===== src/rtl/sram_fifo_ctrl.sv =====
// FIFO controller sequencing an 8x16 1R1W SRAM macro; optional write bypass under SRAM_FIFO_CTRL_BYPASS_EN.
// Latency: write to out_valid is 2 cycles through the SRAM, 1 cycle when a write is bypassed.
// Backpressure: in_ready falls while the SRAM holds RAM_DEPTH entries; reads stall when the 2-entry output buffer would overflow.
module sram_fifo_ctrl #(
    parameter int DATA_WIDTH = 8,
    parameter int ADDR_WIDTH = 4,
    parameter int RAM_DEPTH  = 1 << ADDR_WIDTH
) (
    input  logic                  clk,
    input  logic                  rst_n,
    input  logic                  flush,
    input  logic                  in_valid,
    output logic                  in_ready,
    input  logic [DATA_WIDTH-1:0] in_data,
    output logic                  out_valid,
    input  logic                  out_ready,
    output logic [DATA_WIDTH-1:0] out_data,
    output logic [ADDR_WIDTH:0]   count,
    output logic                  sram_csb0,
    output logic [ADDR_WIDTH-1:0] sram_addr0,
    output logic [DATA_WIDTH-1:0] sram_din0,
    output logic                  sram_csb1,
    output logic [ADDR_WIDTH-1:0] sram_addr1,
    input  logic [DATA_WIDTH-1:0] sram_dout1
);

    localparam int PW = ADDR_WIDTH + 1;
    localparam logic [PW-1:0] DEPTH_P = PW'(RAM_DEPTH);

    logic [PW-1:0]         wptr_q, wptr_d, rptr_q, rptr_d;
    logic                  rd_inflight_q, rd_inflight_d;
    logic [1:0]            buf_cnt_q, buf_cnt_d;
    logic [DATA_WIDTH-1:0] buf0_q, buf0_d, buf1_q, buf1_d;

    logic [PW-1:0]         sram_cnt;
    logic                  push_acc, pop, byp, wr_en, rd_issue, ret;
    logic [2:0]            occ;
    logic [1:0]            cnt_after_pop;
    logic [DATA_WIDTH-1:0] ret_dat;

    always_comb begin
        sram_cnt  = wptr_q - rptr_q;
        in_ready  = rst_n && !flush && (sram_cnt < DEPTH_P);
        out_valid = (buf_cnt_q != 2'd0);
        out_data  = buf0_q;
        pop       = out_valid && out_ready;
        push_acc  = in_valid && in_ready;
`ifdef SRAM_FIFO_CTRL_BYPASS_EN
        // Only when nothing older sits in the SRAM or the read pipe, so order holds.
        byp = push_acc && (sram_cnt == '0) && !rd_inflight_q && (buf_cnt_q != 2'd2);
`else
        byp = 1'b0;
`endif
        wr_en = push_acc && !byp;

        // Buffer slots committed after this cycle's pop; a new read may claim one.
        occ      = {1'b0, buf_cnt_q} + {2'b00, rd_inflight_q} - {2'b00, pop};
        rd_issue = rst_n && !flush && (sram_cnt != '0) && (occ < 3'd2);
        ret      = rd_inflight_q && !flush;

        sram_csb0  = !wr_en;
        sram_addr0 = wr_en ? wptr_q[ADDR_WIDTH-1:0] : '0;
        sram_din0  = wr_en ? in_data : '0;
        sram_csb1  = !rd_issue;
        sram_addr1 = rd_issue ? rptr_q[ADDR_WIDTH-1:0] : '0;
        count      = sram_cnt + PW'(buf_cnt_q) + PW'(rd_inflight_q);

        wptr_d        = wptr_q + PW'(wr_en);
        rptr_d        = flush ? wptr_q : rptr_q + PW'(rd_issue);
        rd_inflight_d = rd_issue;

        buf0_d        = buf0_q;
        buf1_d        = buf1_q;
        cnt_after_pop = buf_cnt_q - {1'b0, pop};
        ret_dat       = ret ? sram_dout1 : in_data;
        if (pop) begin
            buf0_d = buf1_q;
        end
        if (ret || byp) begin
            if (cnt_after_pop == 2'd0) begin
                buf0_d = ret_dat;
            end else begin
                buf1_d = ret_dat;
            end
        end
        buf_cnt_d = flush ? 2'd0 : cnt_after_pop + {1'b0, (ret || byp)};
    end

    always_ff @(posedge clk or negedge rst_n) begin
        if (!rst_n) begin
            wptr_q        <= '0;
            rptr_q        <= '0;
            rd_inflight_q <= 1'b0;
            buf_cnt_q     <= 2'd0;
            buf0_q        <= '0;
            buf1_q        <= '0;
        end else begin
            wptr_q        <= wptr_d;
            rptr_q        <= rptr_d;
            rd_inflight_q <= rd_inflight_d;
            buf_cnt_q     <= buf_cnt_d;
            buf0_q        <= buf0_d;
            buf1_q        <= buf1_d;
        end
    end

endmodule


===== config.mk =====
export PLATFORM = sky130hd
export DESIGN_NAME = sram_fifo_ctrl
export DESIGN_NICKNAME = d
export VERILOG_FILES = /design/src/rtl/sram_fifo_ctrl.sv
export SDC_FILE = /design/constraint.sdc
export NUM_CORES = 1
export LEC_CHECK = 0
export CAP_MARGIN = 10
export CORE_UTILIZATION = 50
export CTS_CLUSTER_DIAMETER = 150
export CTS_CLUSTER_SIZE = 40
export DETAILED_ROUTE_END_ITERATION = 8
export PLACE_DENSITY_LB_ADDON = 0.08
export RECOVER_POWER = 50
export SKIP_CTS_REPAIR_TIMING = 1
export SYNTH_ARGS = -nofsm -noshare
export SYNTH_HDL_FRONTEND = slang
export SYNTH_SLANG_ARGS = --single-unit

===== constraint.sdc =====
create_clock -name clk -period 7.2 [get_ports clk]
set_clock_uncertainty 0.1 [all_clocks]
set_input_delay 0.72 -clock clk [delete_from_list [all_inputs] [get_ports clk]]
set_output_delay 0.72 -clock clk [all_outputs]
set_load 0.1 [all_outputs]

==> out/metrics.yaml, run 1 <==
cts_buffers: 5
fillers: 285
final_common_cell: "clkdlybuf4s50_1"
core-area_sq_um: 3340
first_pass_iters: 4
grt_max_degree: 31
vias: 1328
synth.distinct_cells: 27
place.port_buffers: 53
synth_cells: 163
area.sequential_sq_um: 726
cp-start-kind: "register"
critPathKind: "register to output pin"
dp_hpwl_um: 2660
wl_per_cell_um: 12.7
clkLatencyLatePin_ps: 320
wl_um: 3380
layout_common_cells: "clkdlybuf4s50_1, dfrtp_1, inv_1, and2_1"
setup_tns_ps: 0
die_height_um: 61.2
required_ps: 6380
initial_core_util_pct: 52.5
syn_area_sq_um: 1750
via_per_inst: 4.99
antenna_found_initial: 0
timing.fmax_ghz: 0.176
drtAntennaViolNets: 0
rsz0062_at_grt: "no"
drive_above_1_share_pct: 7.27
num-nets-final: 256
timing.final.crit_share_pct: 79.0
worstPathArrival_ps: 4870
grt_pass1_wl_um: 5240
multi_input_area_sq_um: 887
violations: "capacitance limit, slew limit"
ys_seq_elements: 29
rows: 21
grt_use_total_pct: 19.6
maxCapViolations: 3
yosysSeqAreaShare_pct: 41.5
n_antenna_cell: 0
synth_warnings: 0
tightest_slew_ps: 1950
die_area_sq_um: 3740
synth_nets: 199
htreeDepth: 2
critPathMaxFanout: 9
grt_pass1_vias: 1173
finalSetupViolations: 0
globalplace.congestion: 0.835
cts_buffer_depth: 2
drv_slew: 58
finalHoldViolCount: 0
io_pins: 54
drcViolationCount: 0
first_iter_violations: 36
fin_crit_ps: 5690
cts_root_buf: "clkbuf_4"
die_w_um: 61.2
end_kind: "output pin"
clk_transition_reported_paths_ps: 90
grt-ovfl-total: 0
max-slew-margin-rel_pct: -31.3
status: "finished, violations left"
avgSynthCellArea_sq_um: 10.7
hp-class: "register to register"
clock_sinks: 29
tritoncts: "built"
syn_to_final_growth_pct: 32.3
flip-flops by register name, indices dropped and copies added, names as in the netlist:
name and flops:
rptr_q 5, buf_cnt_q 2, out_data 8, rd_inflight_q 1, wptr_q 5, buf1_q 8
critical path, cell delays in order, from the launching register on:
cell,delay (ps)
dfrtp_1,500
o21ai_0,1270
mux2i_1,400
nand2_1,200
fa_1,200
xnor2_1,110
nand3_1,80
a31oi_1,370
ha_1,270
clkdlybuf4s50_1,1150
area by class of cell:
| type | instances | share of cell area [%] |
|---|---|---|
| well taps | 46 | 2.49 |
| multi-input cells | 115 | 38.3 |
| inverters | 15 | 2.43 |
| flip-flops and latches | 29 | 31.3 |
| clock buffers | 7 | 2.38 |
| repair buffers | 54 | 23.1 |
cells by family (layout without fill, tap and decap cells):
group | after synthesis | in the layout | synth area share (%)
compound gates | 17 | 17 | 5.79
xor+xnor | 15 | 15 | 7.51
fa+ha+maj | 15 | 15 | 12.4
buf+inv | 19 | 76 | 5.36
flops | 29 | 29 | 41.5
mux | 19 | 19 | 12.3
simple gates | 49 | 49 | 15.2
layer usage:
metal | GRT usage, % | wire length, um
met5 | 0 | 0
met4 | 8.77 | 62
met3 | 4.41 | 141
met2 | 33.5 | 1730
met1 | 23.5 | 1440
path summary, 6_finish.rpt:
check	start	to	slack (ps)	depth (start not counted)
max	buf_cnt_q[1]	sram_addr1[0]	1510	9
min	buf1_q[1]	buf1_q[1]	410	1
max reg2reg	buf_cnt_q[1]	out_data[2]	2830	4
min reg2reg	buf1_q[1]	buf1_q[1]	410	1
max in group asynchronous	rst_n	rptr_q[2]	4910	2
min in group asynchronous	rst_n	out_data[0]	1200	2
cells in the mapped netlist:
master	instances	share of area, %
fa_1	4	4.6
o21ai_2	1	0.50
ha_1	11	7.9
dfrtp_1	29	41
and3_1	1	0.36
a31oi_1	1	0.36
or3_1	1	0.36
inv_1	15	3.2
xor2_1	4	2.0
nand2_1	13	2.8
o21ai_4	1	0.93
nand3_1	6	1.7
o21ai_1	1	0.29
nand2b_1	2	0.71
o21ai_0	10	2.9
mux2i_1	8	4.6
nor2b_1	2	0.71
a21oi_1	3	0.86
clkbuf_1	1	0.21
buf_6	3	1.9
nor4_4	1	1.2
and3_2	1	0.43
and2_1	15	5.4
xnor2_1	11	5.5
mux2i_4	1	1.3
nor2_1	7	1.5
mux2_2	10	6.4
stage by stage:
| stage | area (sq um) | util, % | instances | setup WS (ps) | hold WS (ps) |
|---|---|---|---|---|---|
| finish | 2320 | 69.4 | 266 | 1510 | 414 |
| detailed placement | 2310 | 69.2 | 259 | 2030 | 397 |
| global route | 2320 | 69.4 | 266 | 1150 | 423 |
| CTS | 2360 | 70.8 | 266 | 2020 | 416 |
| global placement | 2310 | 69.2 | 259 | 2070 | 387 |
| floorplan | 1750 | - | 163 | 3220 | 324 |
Power of run 1 is not shown: default switching activity piles up to over one toggle a cycle in this logic, so the estimate is an artifact.
==> run 2: changes to the inputs <==
--- a/config.mk
+++ b/config.mk
@@ -6,7 +6,7 @@
 export NUM_CORES = 1
 export LEC_CHECK = 0
 export CAP_MARGIN = 10
-export CORE_UTILIZATION = 50
+export CORE_UTILIZATION = 47
 export CTS_CLUSTER_DIAMETER = 150
 export CTS_CLUSTER_SIZE = 40
 export DETAILED_ROUTE_END_ITERATION = 8
==> constraint.sdc (replaced) <==
create_clock -name clk -period 5.32 [get_ports clk]
set_clock_uncertainty 0.1 [all_clocks]
set_input_delay 0.532 -clock clk [delete_from_list [all_inputs] [get_ports clk]]
set_output_delay 0.532 -clock clk [all_outputs]
set_load 0.1 [all_outputs]
==> out/metrics.yaml, run 2 (synthesis results as in run 1) <==
status: "completed"
num-nets-final: 256  # unchanged
htreeDepth: 2  # unchanged
dp_hpwl_um: 2670  # +0.45%
vias: 1300  # -2.1%
core-area_sq_um: 3440  # +3.1%
max-slew-margin-rel_pct: 14.7  # +46 points
clk_transition_reported_paths_ps: 60  # -30 ps
cts_buffer_depth: 2  # unchanged
drive_above_1_share_pct: 17.2  # +9.9 points
timing.fmax_ghz: 0.221
rsz0062_at_grt: "no"
crit_top_cell: "clkdlybuf4s50_1"
required_ps: 4690  # -1690 ps
grt-ovfl-total: 0  # unchanged
fin_crit_ps: 4530
drcViolationCount: 0  # unchanged
rows: 21  # unchanged
clkLatencyLatePin_ps: 280  # -40 ps
ff2ff_path_depth: 12  # +8
clock_sinks: 29  # unchanged
grt_use_total_pct: 19.0  # -0.52 points
place.port_buffers: 53  # unchanged
cp_num_cells: 10  # +1
io_pins: 54  # unchanged
timing.final.crit_share_pct: 85.1
antenna_found_initial: 0  # unchanged
maxCapViolations: 0  # -3
critPathKind: "input pin to output pin"
initial_core_util_pct: 50.9  # -1.6 points
end_kind: "output pin"
hold_depth: 1  # unchanged
tightest_slew_ps: 1270  # -685 ps
drv_slew: 0  # -100%
cts_buffers: 5  # unchanged
hp-class: "register to register"
first_pass_iters: 4  # unchanged
grt_pass1_wl_um: 5900  # +13%
via_per_inst: 4.87  # -2.5%
finalSetupViolations: 0  # unchanged
path_cells: "clkdlybuf4s50_1 > o21ai_2 > mux2i_1 > nand2_1 > fa_1 > xnor2_1 > nand3_1 > a31oi_1 > inv_1 > clkdlybuf4s50_1"
placed_cell_area_sq_um: 2270  # -1.8%
cp-start-kind: "input pin"
first_iter_violations: 39  # +8.3%
wl_per_cell_um: 12.7  # +0.22%
globalplace.congestion: 0.878  # +5.1%
syn_to_final_growth_pct: 33.0
place_inst: 259  # unchanged
n_antenna_cell: 0  # unchanged
die_w_um: 63.0  # +3.0%
crit_family: "buffers and inverters"
die_area_sq_um: 3970  # +6.2%
path_buf_inv: 3  # +2
hold_ws_ps: 405  # -9.11 ps
layout.cells.non_filler: 267  # +0.38%
drtAntennaViolNets: 0  # unchanged
critPathMaxFanout: 9  # unchanged
grt_max_degree: 31  # unchanged
wl_um: 3400  # +0.59%
setup_tns_ps: 0  # unchanged
finalHoldViolCount: 0  # unchanged
cts_root_buf: "clkbuf_8"
worstPathArrival_ps: 3890  # -980 ps
tritoncts: "built"
die_height_um: 63.0  # +3.0%
max_stage_delay_ps: 980  # -290 ps
layout_common_cells: "dfrtp_1, clkdlybuf4s50_1, buf_4"
cpMaxStageDelayCell: "clkdlybuf4s50_1"
final_cell_area_sq_um: 2330  # +0.54%
grt_pass1_vias: 1316  # +12%
## run 2: per-layer routing
| layer | part of all wire (%) | routed length (um) | global-route usage (%) | vias up |
|---|---|---|---|---|
| li1 | - | - | - | 650 |
| met1 | 44 | 1490 | 22.6 | 626 |
| met2 | 53 | 1800 | 34.4 | 21 |
| met3 | 2.7 | 92 | 4.93 | 3 |
| met4 | 0.56 | 19 | 3.49 | 0 |
| met5 | 0 | 0 | 0 | - |
## run 2: area by class of cell
| class | instances | area [sq um] |
|---|---|---|
| fillers | 269 | 1110 |
| multi-input cells | 115 | 907 |
| flip-flops and latches | 29 | 726 |
| repair buffers | 54 | 495 |
| clock buffers | 5 | 68.8 |
| well taps | 46 | 57.6 |
| inverters | 15 | 56.3 |
| clock inverters | 3 | 17.5 |
## run 2: through the flow
| step | util (%) | setup WS [ps] |
|---|---|---|
| floorplan | - | 1530 |
| global placement | 65.8 | 935 |
| detailed placement | 65.8 | 852 |
| CTS | 68.3 | 842 |
| global route | 67.6 | 547 |
| finish | 67.6 | 793 |
## run 2: final timing paths
kind                              start     endpoint  slack, ps
setup reg to reg           buf_cnt_q[1]    rptr_q[4]       1870
hold / removal                buf1_q[1]    buf1_q[1]        400
hold reg to reg               buf1_q[1]    buf1_q[1]        400
max in group asynchronous         rst_n  out_data[7]       4230
min in group asynchronous         rst_n    rptr_q[4]        610
setup / recovery              out_ready    sram_csb1        790
Power of run 2 is left out for the same reason.
